<file path="config.mk">
export PLATFORM = sky130hd
export DESIGN_NAME = mem_io_bus_arbiter
export DESIGN_NICKNAME = d
export VERILOG_FILES = /design/src/rtl/mem_io_bus_arbiter_pkg.sv /design/src/rtl/mem_io_bus_arbiter_addr_decode.sv /design/src/rtl/mem_io_bus_arbiter.sv
export SDC_FILE = /design/constraint.sdc
export NUM_CORES = 1
export LEC_CHECK = 0
export CAP_MARGIN = 25
export CORE_MARGIN = 2
export CORE_UTILIZATION = 37
export CTS_BUF_LIST = sky130_fd_sc_hd__clkbuf_8
export CTS_CLUSTER_DIAMETER = 50
export DETAILED_ROUTE_END_ITERATION = 12
export GPL_TIMING_DRIVEN = 0
export PLACE_DENSITY = 0.77
export SYNTH_ARGS = -nofsm -noshare
export SYNTH_HDL_FRONTEND = slang
export SYNTH_SLANG_ARGS = --single-unit
export TNS_END_PERCENT = 100
</file>
<file path="constraint.sdc">
create_clock -name clock -period 8.2 [get_ports clock]
set_clock_uncertainty 0.1 [all_clocks]
set_input_delay 1.64 -clock clock [delete_from_list [all_inputs] [get_ports clock]]
set_output_delay 1.64 -clock clock [all_outputs]
set_load 0.01 [all_outputs]
</file>
<file path="src/rtl/mem_io_bus_arbiter_pkg.sv">
// Shared constants and types for the data-side memory/IO arbiter.
// Holds the IO map, the access state encoding and the decoded address region.
package mem_io_bus_arbiter_pkg;

    localparam logic [31:0] PKG_IO_BASE  = 32'hFFFF_FC00;
    localparam logic [31:0] PKG_LED_ADDR = 32'hFFFF_FC60;
    localparam logic [31:0] PKG_SW_ADDR  = 32'hFFFF_FC70;

    localparam logic GRANT_CPU  = 1'b0;
    localparam logic GRANT_UART = 1'b1;

    typedef enum logic [2:0] {
        IDLE,
        MEM_WR,
        MEM_RD,
        RD_WAIT,
        IO_WR,
        IO_RD,
        RESP
    } state_e;

    typedef enum logic [1:0] {
        RGN_MEM,
        RGN_LED,
        RGN_SW,
        RGN_UNMAPPED
    } region_e;

endpackage

</file>
<file path="src/rtl/mem_io_bus_arbiter_addr_decode.sv">
// Combinational address decoder: maps a byte address onto memory, LED,
// switch or unmapped IO space.
module mem_io_addr_decode
    import mem_io_bus_arbiter_pkg::*;
#(
    parameter int                 DATA_W   = 32,
    parameter logic [DATA_W-1:0]  IO_BASE  = DATA_W'(PKG_IO_BASE),
    parameter logic [DATA_W-1:0]  LED_ADDR = DATA_W'(PKG_LED_ADDR),
    parameter logic [DATA_W-1:0]  SW_ADDR  = DATA_W'(PKG_SW_ADDR)
) (
    input  logic [DATA_W-1:0] addr,
    output region_e           region
);

    always_comb begin
        if (addr < IO_BASE) begin
            region = RGN_MEM;
        end else if (addr == LED_ADDR) begin
            region = RGN_LED;
        end else if (addr == SW_ADDR) begin
            region = RGN_SW;
        end else begin
            region = RGN_UNMAPPED;
        end
    end

endmodule

</file>
<file path="src/rtl/mem_io_bus_arbiter.sv">
// Data-side access sequencer: round-robin arbitration between the CPU
// load/store path and the write-only UART loader, with memory/IO decode.
//
//   state   | meaning
//   IDLE    | sample requests, arbitrate, latch winner
//   MEM_WR  | one-cycle memory write, completion pulse
//   MEM_RD  | memory address presented
//   RD_WAIT | extra read-latency cycles (down-counter)
//   IO_WR   | LED write (or ignored IO write), completion pulse
//   IO_RD   | switch read (or unmapped read returning 0)
//   RESP    | load data visible, completion pulse
module mem_io_bus_arbiter
    import mem_io_bus_arbiter_pkg::*;
#(
    parameter int                 DATA_W     = 32,
    parameter logic [DATA_W-1:0]  IO_BASE    = DATA_W'(PKG_IO_BASE),
    parameter logic [DATA_W-1:0]  LED_ADDR   = DATA_W'(PKG_LED_ADDR),
    parameter logic [DATA_W-1:0]  SW_ADDR    = DATA_W'(PKG_SW_ADDR),
    parameter int                 MEM_RD_LAT = 1
) (
    input  logic              clock,
    input  logic              reset,
    input  logic              cpu_req,
    input  logic              cpu_we,
    input  logic [DATA_W-1:0] cpu_addr,
    input  logic [DATA_W-1:0] cpu_wdata,
    output logic [DATA_W-1:0] cpu_rdata,
    output logic              cpu_done,
    output logic              cpu_stall,
    input  logic              uart_req,
    input  logic [DATA_W-1:0] uart_addr,
    input  logic [DATA_W-1:0] uart_wdata,
    output logic              uart_ack,
    output logic [DATA_W-1:0] mem_addr,
    output logic [DATA_W-1:0] mem_wdata,
    output logic              mem_we,
    input  logic [DATA_W-1:0] mem_rdata,
    output logic              led_cs,
    output logic [15:0]       led_wdata,
    output logic              sw_cs,
    input  logic [15:0]       sw_rdata,
    output logic              grant_uart
);

    localparam logic [1:0] WAIT_INIT = (MEM_RD_LAT > 1) ? 2'(MEM_RD_LAT - 2) : 2'd0;

    state_e            state;
    state_e            next_state;
    logic              last_grant;
    logic              owner_uart;
    region_e           region_q;
    logic [15:0]       led_data_q;
    logic [1:0]        wait_cnt;

    logic              req_any;
    logic              req_both;
    logic              win_uart;
    logic              win_we;
    logic [DATA_W-1:0] win_addr;
    logic [DATA_W-1:0] win_wdata;
    region_e           win_region;
    logic              done_pulse;

    assign req_any   = cpu_req | uart_req;
    assign req_both  = cpu_req & uart_req;
    // On a tie the requester that did not win the previous tie goes next.
    assign win_uart  = req_both ? (last_grant == GRANT_CPU) : uart_req;
    assign win_addr  = win_uart ? uart_addr  : cpu_addr;
    assign win_wdata = win_uart ? uart_wdata : cpu_wdata;
    assign win_we    = win_uart | cpu_we;

    mem_io_addr_decode #(
        .DATA_W   (DATA_W),
        .IO_BASE  (IO_BASE),
        .LED_ADDR (LED_ADDR),
        .SW_ADDR  (SW_ADDR)
    ) u_decode (
        .addr   (win_addr),
        .region (win_region)
    );

    always_ff @(posedge clock) begin
        if (reset) begin
            state <= IDLE;
        end else begin
            state <= next_state;
        end
    end

    always_comb begin
        next_state = state;
        case (state)
            IDLE: begin
                if (req_any) begin
                    if (win_region == RGN_MEM) begin
                        next_state = win_we ? MEM_WR : MEM_RD;
                    end else begin
                        next_state = win_we ? IO_WR : IO_RD;
                    end
                end
            end
            MEM_RD:  next_state = (MEM_RD_LAT > 1) ? RD_WAIT : RESP;
            RD_WAIT: if (wait_cnt == 2'd0) next_state = RESP;
            IO_RD:   next_state = RESP;
            MEM_WR,
            IO_WR,
            RESP:    next_state = IDLE;
            default: next_state = IDLE;
        endcase
    end

    always_ff @(posedge clock) begin
        if (reset) begin
            last_grant <= GRANT_UART;
            owner_uart <= 1'b0;
            region_q   <= RGN_MEM;
            led_data_q <= 16'h0;
            mem_addr   <= '0;
            mem_wdata  <= '0;
            cpu_rdata  <= '0;
            wait_cnt   <= 2'd0;
        end else begin
            if (state == IDLE && req_any) begin
                owner_uart <= win_uart;
                region_q   <= win_region;
                led_data_q <= win_wdata[15:0];
                if (req_both) begin
                    last_grant <= win_uart;
                end
                // Memory bus only moves for memory targets; it holds otherwise.
                if (win_region == RGN_MEM) begin
                    mem_addr  <= win_addr;
                    mem_wdata <= win_wdata;
                end
            end
            if (state == MEM_RD) begin
                wait_cnt <= WAIT_INIT;
            end else if (state == RD_WAIT && wait_cnt != 2'd0) begin
                wait_cnt <= wait_cnt - 2'd1;
            end
            if (next_state == RESP) begin
                if (state == IO_RD) begin
                    cpu_rdata <= (region_q == RGN_SW) ? {{(DATA_W-16){1'b0}}, sw_rdata} : '0;
                end else begin
                    cpu_rdata <= mem_rdata;
                end
            end
        end
    end

    always_comb begin
        done_pulse = (state == MEM_WR) || (state == IO_WR) || (state == RESP);
        cpu_done   = done_pulse & ~owner_uart;
        uart_ack   = done_pulse &  owner_uart;
        grant_uart = owner_uart & (state != IDLE);
        mem_we     = (state == MEM_WR);
        led_cs     = (state == IO_WR) && (region_q == RGN_LED) && !owner_uart;
        sw_cs      = (state == IO_RD) && (region_q == RGN_SW);
        led_wdata  = led_cs ? led_data_q : 16'h0;
    end

    assign cpu_stall = cpu_req & ~cpu_done;

endmodule

</file>
After elaboration in Yosys (flattened, before gate mapping)
Cells that the tools add are included.
{ "classes": {"bitwise_logic": 10, "reduce_logical": 17, "n_mux": 15, "addsub": 1, "n_eq_ne": 11, "magnitude_cmp": 1} }
{ "ops": {"columns": ["cell", "count"], "rows": [
  ["32-bit two-way mux", 3],
  ["32-bit == test (second input constant)", 2],
  ["32-bit less-than comparator (second input constant)", 1],
  ["16-bit two-way mux", 2],
  ["3-bit == test (second input constant)", 4],
  ["3-bit two-way mux", 3],
  ["3-bit case mux with 3 select lines", 1],
  ["3-bit by 2-bit == test with 1-bit output (second input constant)", 2],
  ["2-bit two-way mux", 3],
  ["1-bit AND", 5],
  ["1-bit logical AND", 5],
  ["2-bit logical NOT", 2],
  ["2-bit AND reduction", 2],
  ["2-bit OR reduction", 2],
  ["3-bit by 1-bit == test with 1-bit output (second input constant)", 1],
  ["3-bit logical NOT", 1],
  ["1-bit two-way mux", 3],
  ["1-bit inverter", 3],
  ["3-bit nonzero test", 1],
  ["2-bit by 1-bit == test with 1-bit output (second input constant)", 1],
  ["2-bit == test (second input constant)", 1],
  ["1-bit logical OR", 2],
  ["1-bit bitwise OR", 2],
  ["2-bit nonzero test", 1],
  ["2 further kinds", 2]
]} }
{ "word_totals": {"elab_cells": 64, "out_inout_bits": 119, "reg_bits": 121} }

Longest topological paths before layout
{ "depth": {"word_depth": 12, "depth_mapped": 10, "depth_no_buf": 7} }

Modules after synthesis
From an unflattened synthesis, not the netlist that was laid out.
{ "unflattened": {"hier_cells": 647, "area_unflattened_um2": 5844.4} }
{ "by_module_without_submodules": {"columns": ["module", "cells_each", "seq_area_each_um2", "area_each_um2", "n_inst"], "rows": [
  ["mem_io_bus_arbiter", 633, 2422.3, 5740.5, 1],
  ["mem_io_addr_decode", 14, 0.0, 103.8, 1]
]} }

Least setup slack after synthesis
OpenSTA, ideal clock, no wires.
{ "synth_timing": {"kind": "in2reg", "startpoint": "in uart_req", "endpoint": "reg cpu_rdata[10]", "setup_ns": 0.117, "cell_stages": 10, "t_required_ns": 7.983, "path_slack_ns": 4.301, "arrival_ns": 3.682, "n_path_buf": 3, "cell_sequence": "a21bo_2 > buf_2 > clkbuf_1 > nor3_1 > a22oi_1 > ha_1 > nor3b_4 > a211oi_4 > buf_6 > a32o_1"} }
{ "synth_between": {"elab_chain_cells": 12, "word_cells_on_any_way": 18, "classes_between": "1 x order compare; 3 x eq/ne; 10 x mux; 3 x bitwise; 1 x reduce/logical"} }
{ "synth_rtl": {"columns": ["element", "line_no", "rtl"], "rows": [
  ["start, declared", "mem_io_bus_arbiter.sv:30", "input logic uart_req,"],
  ["branches (longest 9 deep; another with 32-bit less-than comparator)", null, null],
  ["3-bit two-way mux *", "mem_io_bus_arbiter.sv:94", "if (req_any) begin"],
  ["3-bit case mux with 3 select lines *", "mem_io_bus_arbiter.sv:92", "case (state)"],
  ["3-bit == test *", "mem_io_bus_arbiter.sv:141", "if (next_state == RESP) begin"],
  ["end signal, assigned", "mem_io_bus_arbiter.sv:143", "cpu_rdata <= (region_q == RGN_SW) ? {{(DATA_W-16){1'b0}}, sw_rdata} : '0;"],
  ["end signal, assigned", "mem_io_bus_arbiter.sv:145", "cpu_rdata <= mem_rdata;"],
  ["end, declared", "mem_io_bus_arbiter.sv:27", "output logic [DATA_W-1:0] cpu_rdata,"]
]} }
Mark *: on every way between the ends.
A chain may end at the register's enable or synchronous reset.

Final worst setup path
{ "layout_timing": {"startpoint": "in cpu_req", "endpoint": "out cpu_stall"} }
{ "layout_between": {"elab_chain_cells": 1} }
{ "layout_rtl": {"columns": ["element", "line_no", "rtl"], "rows": [
  ["start, declared", "mem_io_bus_arbiter.sv:23", "input logic cpu_req,"],
  ["1-bit AND", "mem_io_bus_arbiter.sv:162", "assign cpu_stall = cpu_req & ~cpu_done;"],
  ["end, declared", "mem_io_bus_arbiter.sv:29", "output logic cpu_stall,"]
]} }
No other way between the ends.

==> flow_summary_export.csv <==
group,metric,value,unit
status,status,"completed",
cts,cts_buffer_depth,2,
placement,dp_hpwl,17.16,mm
placement,io_buffer_count,299,
cts,cts_resized,0,
power_and_ir_drop,p_leak,3.707,nW
floorplanning,core_area,15830,um^2
grt,grt_max_degree,17,
grt,grt_pass1_wl,33.53,mm
grt,antenna_found_initial,0,
routing,drt_iter0_drc,323,
cts,cts-root-buf,"clkbuf_8",
critical_path,worstSetupStartpointType,"input port",
timing,timing.final.hold_violations,0,
logic_synthesis,synth_edf_count,0,
layout,num-fill-cells,1398,
grt,grt_pass1_vias,6278,
logic_synthesis,syn_nets,866,
layout,drive_gt1_share,6.713,%
floorplanning,die_w,131.1,um
layout,final_core_util,60.78,%
timing,max_slew_margin,55.39,%
logic_synthesis,seq_area_frac_synth,40.54,%
power_and_ir_drop,p_switching,0.5437,mW
power_and_ir_drop,internal_power,1.230,mW
cts,clock-sinks,121,
logic_synthesis,ys_warn_count,0,
critical_path,cp-end-kind,"primary output",
run,drv_cap,0,
layout,most-common-layout-cells,"299 x clkdlybuf4s50_1, 121 x dfxtp_1, 70 x a21oi_1",
routing,ant_nets,0,
cts,ctsHoldBuffers,0,
critical_path,cp_common_cell,"clkdlybuf4s50_1",
floorplanning,die_area,17180,um^2
timing,holdWs,365.8,ps
cts,htree_levels,4,
timing,fmaxAchievable,0.2089,GHz
routing,vias_per_cell,5.359,
timing,rsz0062_at_grt,"false",
power_and_ir_drop,pwr_density_cell,184.4,nW/um^2
logic_synthesis,avgSynthCellArea,8.749,um^2
power_and_ir_drop,ir_drop,0.0001020,V
floorplanning,io_pins,300,
power_and_ir_drop,seqPwrFrac,39.7,%
timing,fin_crit,4788,ps
power_and_ir_drop,comb_power_share,30.8,%
cts,post_cts_buffers,0,
logic_synthesis,synth_seq_cells,121,
routing,vias,6586,
critical_path,required,6460,ps
logic_synthesis,syn_inst,683,
routing,remaining_drc_errors,0,
layout,fin_nets,1184,
critical_path,worstSetupPathType,"input port to primary output",
routing,first_pass_iters,5,
critical_path,timing.critical_path.arrival,3050,ps
grt,grt.total_usage,25.47,%
logic_synthesis,ys_types,46,
floorplanning,start_util,37.75,%
routing,finalWirelength,22.22,mm
floorplanning,fp-row-count,46,
layout,n_antenna_cell,0,
critical_path,cp_slowest_cell,"clkdlybuf4s50_1",
critical_path,crit_chain,"clkdlybuf4s50_1 > nor2b_1 > clkdlybuf4s50_1",
power_and_ir_drop,p_sw_share,30.65,%
cts,clock_latency,440,ps
critical_path,crit_path_max_fanout,6,
timing,worstMarginPinSlew,669.1,ps
hold_path,hold_path.class,"register to register",
layout,synthToLayoutAreaGrowth,60.99,%
placement,gp_congestion,0.9227,
logic_synthesis,async_flop_share,0,%
logic_synthesis,synth_area,5976,um^2
power_and_ir_drop,p_clk_share,29.5,%
timing,fin_crit_sh,58.39,%
timing,setup_viol,0,
routing,routedWlPerCell,18.08,um
cts,cts_buffers,17,
grt,overflow,0,
timing,final.setup.tns,0,ps
critical_path,cp_slowest_stage_delay,680,ps
layout,final_common_cell,"clkdlybuf4s50_1",
timing,slew_violations,0,
cts,path_clk_slew,70,ps
logic_synthesis,ys_dominant_reg_cell,"dfxtp_1",
cts,cts_tree,"built",
floorplanning,die_height,131.1,um
==> layout make-up <==
type,instances,area (um^2),share of cell area [%]
Clock buffer,20,275.3,2.861
Inverter,3,11.26,0.1171
Buffer,67,299.0,3.108
Tap cell,216,270.3,2.809
Sequential cell,121,2422,25.18
Clock inverter,11,106.4,1.105
Multi-Input combinational cell,492,3243,33.71
Timing Repair Buffer,299,2993,31.11
==> path summary, 6_finish.rpt <==
check | slack [ps] | startpoint | end | depth (start not counted)
worst max-delay path | 3410 | cpu_req | cpu_stall | 3
worst min-delay path | 370 | cpu_rdata[9] | cpu_rdata[9] | 1
worst max register to register | 5010 | last_grant | cpu_rdata[7] | 10
worst min register to register | 370 | cpu_rdata[9] | cpu_rdata[9] | 1
==> cells by family after synthesis <==
kind of cell    count (synthesis)  synth area share, %
buf+inv                        70                5.193
fa+ha+maj                       2               0.4187
compound gates                227                26.61
mux                            42                7.035
flops                         121                40.54
xor+xnor                        1               0.1466
simple gates                  220                20.06
==> through the flow <==
stage / setup slack (ps) / area (um^2) / std cells / total power, mW
global placement: 3117 / 9239 / 1198 / 1.253
floorplan: 4301 / 5976 / 683 / 0.9663
finish: 3412 / 9620 / 1229 / 1.774
global route: 3350 / 9620 / 1229 / 1.860
detailed placement: 3115 / 9239 / 1198 / 1.260
CTS: 3424 / 9620 / 1229 / 1.780
==> layer usage <==
layer,wire length (um),GRT usage [%]
met1,9362,31.73
met4,508,9.199
met5,0,0
met2,10590,41.73
met3,1755,7.752
==> Yosys cell counts, types with 2 or more instances <==
cell type | number | area, um^2
nand2b_1 | 3 | 18.77
a21oi_1 | 70 | 350.3
inv_1 | 3 | 11.26
buf_2 | 20 | 100.1
and2_1 | 32 | 200.2
nor4b_1 | 3 | 26.28
a211oi_2 | 4 | 50.05
nand4_1 | 12 | 75.07
a211oi_1 | 54 | 405.4
nor3b_1 | 33 | 247.7
mux2i_1 | 42 | 420.4
o21ai_1 | 17 | 85.08
nor3_1 | 6 | 30.03
ha_1 | 2 | 25.02
buf_6 | 3 | 33.78
a311oi_1 | 22 | 192.7
nor2b_1 | 4 | 25.02
o21a_1 | 2 | 15.01
a31oi_1 | 17 | 106.4
dfxtp_1 | 121 | 2422
buf_1 | 5 | 18.77
nand2_1 | 69 | 259.0
a32o_1 | 17 | 170.2
a22oi_1 | 17 | 127.6
nor2_1 | 46 | 172.7
clkbuf_1 | 39 | 146.4
==> power groups by stage <==
stage / logic [mW] / clock network [mW] / registers (mW)
floorplan: 0.229 / 0 / 0.738
global placement: 0.540 / 0 / 0.713
detailed placement: 0.545 / 0 / 0.715
CTS: 0.548 / 0.530 / 0.703
global route: 0.592 / 0.557 / 0.711
finish: 0.547 / 0.523 / 0.704
==> sequential cells by signal, indices dropped and copies added, names as in the netlist <==
signal	count
cpu_rdata	32
mem_addr	32
mem_wdata	32
led_data_q	16
state	3
region_q	2
wait_cnt	2
last_grant	1
owner_uart	1
==> worst max-delay path, delay by kind of cell <==
kind / cells / cell delay (ps)
AND/OR/NAND/NOR: 1 / 190
buffers and inverters: 2 / 1220
No activity file was read; power rests on OpenSTA's default activity.
==> RTL edit 1 (same settings) <==
Make the reset (`reset`) asynchronous in 2 clocked blocks.
--- a/src/rtl/mem_io_bus_arbiter.sv
+++ b/src/rtl/mem_io_bus_arbiter.sv
@@ -80,5 +80,5 @@
     );
 
-    always_ff @(posedge clock) begin
+    always_ff @(posedge clock or posedge reset) begin
         if (reset) begin
             state <= IDLE;
@@ -110,5 +110,5 @@
     end
 
-    always_ff @(posedge clock) begin
+    always_ff @(posedge clock or posedge reset) begin
         if (reset) begin
             last_grant <= GRANT_UART;
Formal check against the unedited RTL: differs if reset is asserted again (counterexample within 4 cycles, from zero or initial values and one cycle with reset high); with reset held inactive, the same outputs for 4 cycles.
==> RTL edit 1 against the unedited design <==
  * Critical path depth unchanged
  * Wire length down 1.2%
  * Largest cell class unchanged
  * Final area shrank 0.34%
  * Utilization up 1.8 points
  * Critical endpoint unchanged
  * Area after synthesis shrank 2.0%
  * Sequential cell count unchanged
  * Worst setup slack improved by 0.0042 ns
Power is not compared: it rests on default switching activity, and its combinational part moved more than twofold at a synthesized area within 25%.
==> RTL edit 1: results (changes against the unedited design) <==
combinational share of power -> 48.3%
Layout Nets -> 1158 (-2.2%)
drt pass-1 iters -> 5 (unchanged)
Synth area leaders -> dfrtp_1, nand2_1, a21oi_1
Met1 Routed Length -> 8702 um (-7.0%)
GRT Total Usage -> 26.25% (+0.78 points)
maximum VDD drop -> 0.1559 mV
Total Wirelength -> 21950 um (-1.2%)
ys flop type -> dfrtp_1
Critical Path Max Stage Delay -> 0.65 ns (-0.03 ns)
largest net degree at the start of global routing -> 82 (+65)
routed wl met3 -> 2009 um (+14%)
startpoint of the worst register-to-register path -> last_grant$_DFFE_PP1P_
initial DRC count -> 343 (+6.2%)
met2 usage -> 45.27% (+3.5 points)
arrival time at the worst endpoint -> 3.04 ns (about the same)
top cells by count, synth -> nand2_1, dfrtp_1, a21oi_1, a31oi_1, o21ai_0
relative slew slack -> 51.31% (-4.1 points)
Detailed Place HPWL -> 16690 um (-2.7%)
hold_sp -> led_data_q[10]$_DFFE_PP0P_
fillcell total -> 1351 (-3.4%)
GP Congestion -> 0.8521 (-7.7%)
slowest stage cell, crit path -> clkdlybuf4s50_1
outcome -> completed
register area share after synthesis -> 51.71% (+11 points)
setup bufs post-CTS -> 0 (unchanged)
GR Util met3 -> 9.389% (+1.6 points)
layout cell share with drive strength beyond 1 -> 6.180% (-0.53 points)
Cell variety after synth -> 43 (-6.5%)
DR WL met2 -> 10590 um (about the same)
Post-DP Area -> 0.009155 mm2 (-0.91%)
first-pass GRT wire length -> 33510 um (about the same)
Avg Vias per Cell -> 5.154 (-3.8%)
Async SR Flop Fraction -> 100.0% (+100 points)
RTL edit 1: changes by cell type after synthesis, moves of 22 or more:
cell      change
a211oi_1     -54
a311oi_1     -22
a31oi_1      +30
dfrtp_1     +120
dfxtp_1     -121
mux2i_1      -25
nand2_1     +118
nor2_1       -41
nor3b_1      -31
o21ai_0      +37
RTL edit 1: cell type report:
type / instances / area, um2 / share of cell area [%]
plain buffers: 48 / 197.7 / 2.062
clock buffers: 23 / 316.6 / 3.302
clock inverters: 8 / 116.4 / 1.214
inverters: 6 / 27.53 / 0.2871
multi-input cells: 480 / 2609 / 27.21
flip-flops and latches: 121 / 3029 / 31.59
well taps: 211 / 264.0 / 2.753
repair buffers: 301 / 3028 / 31.58
RTL edit 1: final timing paths:
kind,cells past startpoint,to,slack (ns)
setup / recovery,3,cpu_stall,3.42
hold / removal,2,led_data_q[10]$_DFFE_PP0P_,0.37
setup reg to reg,9,cpu_rdata[19]$_DFFE_PP0N_,5.34
hold reg to reg,2,led_data_q[10]$_DFFE_PP0P_,0.37
max in group asynchronous,3,mem_wdata[28]$_DFFE_PP0P_,5.78
min in group asynchronous,2,cpu_rdata[10]$_DFFE_PP0N_,1.46
RTL edit 1: stage by stage:
stage	hold WS, ns	utilization (%)	setup slack, ns	instances
floorplan	0.3418	-	3.247	655
global placement	0.3533	59.52	1.314	1165
detailed placement	0.3618	59.78	3.415	1167
CTS	0.3778	62.61	3.414	1198
global route	0.4066	62.61	3.395	1198
finish	0.3727	62.61	3.416	1198
RTL edit 1: cells by family (layout without fill, tap and decap cells):
group	Yosys count	after routing	share of synthesized area (%)
simple gates	250	250	18.80
compound gates	194	194	19.18
flops	121	121	51.71
buf+inv	54	386	3.759
mux	33	33	5.980
fa+ha+maj	2	2	0.4271
xor+xnor	1	1	0.1495
==> RTL edit 2 (config.mk and constraints unchanged) <==
Without the edit above. `DATA_W` is set to 32 in 2 places; all go to 16.
--- a/src/rtl/mem_io_bus_arbiter_addr_decode.sv
+++ b/src/rtl/mem_io_bus_arbiter_addr_decode.sv
@@ -4,5 +4,5 @@
     import mem_io_bus_arbiter_pkg::*;
 #(
-    parameter int                 DATA_W   = 32,
+    parameter int                 DATA_W   = 16,
     parameter logic [DATA_W-1:0]  IO_BASE  = DATA_W'(PKG_IO_BASE),
     parameter logic [DATA_W-1:0]  LED_ADDR = DATA_W'(PKG_LED_ADDR),
--- a/src/rtl/mem_io_bus_arbiter.sv
+++ b/src/rtl/mem_io_bus_arbiter.sv
@@ -13,5 +13,5 @@
     import mem_io_bus_arbiter_pkg::*;
 #(
-    parameter int                 DATA_W     = 32,
+    parameter int                 DATA_W     = 16,
     parameter logic [DATA_W-1:0]  IO_BASE    = DATA_W'(PKG_IO_BASE),
     parameter logic [DATA_W-1:0]  LED_ADDR   = DATA_W'(PKG_LED_ADDR),
Ports: changed (8 resized); port bits go from 300 to 172. No check against the original RTL was run, so the function may have changed too.
==> RTL edit 2 against the unedited design <==
  * Wire length shrank 48%
  * Worst setup slack better by 0.37 ns
  * Sequential power decreased by 39%
  * Area after synthesis shrank 39%
  * Sequential cell count fell by 48
  * Count of clock-buffer cells in the layout shrank 11
  * Synthesized cell count is 40% lower
  * Final area is 41% lower
  * Power fell by 41%
  * Largest power group unchanged
==> RTL edit 2: results (changes against the unedited design) <==
Detailed Place HPWL -> 9078 um (-47%)
Synth area leaders -> dfxtp_1, a211oi_1, a311oi_2
Critical Path Fanout Max -> 10 (+4)
Post-Synthesis Net Count -> 510 (-41%)
GRT Total Usage -> 21.39% (-4.1 points)
PortBufs -> 170 (-43%)
H-Tree Depth -> 3 (-1)
register area share after synthesis -> 40.29% (-0.25 points)
WL/cell -> 15.87 um (-12%)
Layout Nets -> 691 (-42%)
vias post-DR -> 3741 (-43%)
Switching Fraction -> 32.23% (+1.6 points)
DP Worst Slack -> 3.486 ns (+0.3709 ns)
Critical Path Max Stage Delay -> 0.58 ns (-0.10 ns)
CTS Buf Count -> 9 (-8)
vias in the first global route -> 3687 (-41%)
Post-DP Area -> 0.005495 mm2 (-41%)
Critical Path Start -> uart_req
hold_sp -> led_data_q[11]$_SDFFE_PP0P_
maximum VDD drop -> 0.1055 mV (+3.4%)
arrival time at the worst endpoint -> 4.56 ns (+1.51 ns)
top cells by count, synth -> dfxtp_1, nor2_1, nand2_1, a211oi_1, a21oi_1
leak pwr -> 0.002175 uW (-41%)
outcome -> completed
worst-skew pair later-pin latency -> 0.34 ns (-0.10 ns)
GP Congestion -> 0.8350 (-9.5%)
## RTL edit 2: cell count changes in the layout (fill, tap and decap cells not counted), sizes merged, moves of 17 or more
cell	unedited run	this run
clkdlybuf4s50	299	170
a211oi	59	34
a31oi	17	0
nor3b	35	0
mux2i	42	17
nand2	69	37
dfxtp	121	73
clkbuf	59	30
a21oi	70	38
a32o	17	0
## RTL edit 2: tightest hold or removal path, delay by kind of cell, from the launching register on
kind | cells | cell delay [ns]
AO/OA/AOI/OAI | 1 | 0.05
flip-flops | 1 | 0.31
AND/OR/NAND/NOR | 1 | 0.09
## RTL edit 2: layout make-up
cell class              count  area [um2]
clock buffers               9       123.9
well taps                 133       166.4
flip-flops and latches     73        1461
repair buffers            170        1702
fillers                   863        3949
plain buffers              38       200.2
clock inverters             7       71.32
inverters                   6       22.52
multi-input cells         290        1943
## RTL edit 2: per-stage QoR
stage / power, uW / utilization [%] / cells
after floorplan: 606.8 / - / 407
after global placement: 761.5 / 57.01 / 710
after detailed placement: 771.0 / 57.01 / 710
after CTS: 1052 / 59.03 / 726
after global routing: 1101 / 59.03 / 726
final: 1045 / 59.03 / 726
## RTL edit 2: routing by layer
metal	vias up	share of wire, %	track usage [%]
li1	1839	-	-
met1	1748	42	26.93
met2	134	50	36.16
met3	20	6.5	3.932
met4	0	1.8	8.502
met5	-	0	0
## RTL edit 2: worst paths after layout
path | to | slack (ns) | depth (start not counted)
worst max register to register | cpu_rdata[10]$_SDFFE_PP0N_ | 5.37 | 8
worst min register to register | led_data_q[11]$_SDFFE_PP0P_ | 0.40 | 2
worst min-delay path | led_data_q[11]$_SDFFE_PP0P_ | 0.40 | 2
worst max-delay path | cpu_rdata[10]$_SDFFE_PP0N_ | 3.78 | 9
## RTL edit 2: cells by family after synthesis
| kind of cell | count (synthesis) | synth area share (%) |
|---|---|---|
| compound gates | 114 | 26.91 |
| xor+xnor | 1 | 0.2415 |
| fa+ha+maj | 2 | 0.6898 |
| buf+inv | 44 | 6.140 |
| flops | 73 | 40.29 |
| mux | 17 | 4.691 |
| simple gates | 156 | 21.04 |
## RTL edit 2: power groups by stage
stage / Combinational, uW / Clock, uW / Sequential (uW)
2_1_floorplan: 161 / 0 / 446
3_3_place_gp: 329 / 0 / 433
3_5_place_dp: 337 / 0 / 434
4_1_cts: 338 / 288 / 426
5_1_grt: 366 / 303 / 432
6_report: 337 / 281 / 426
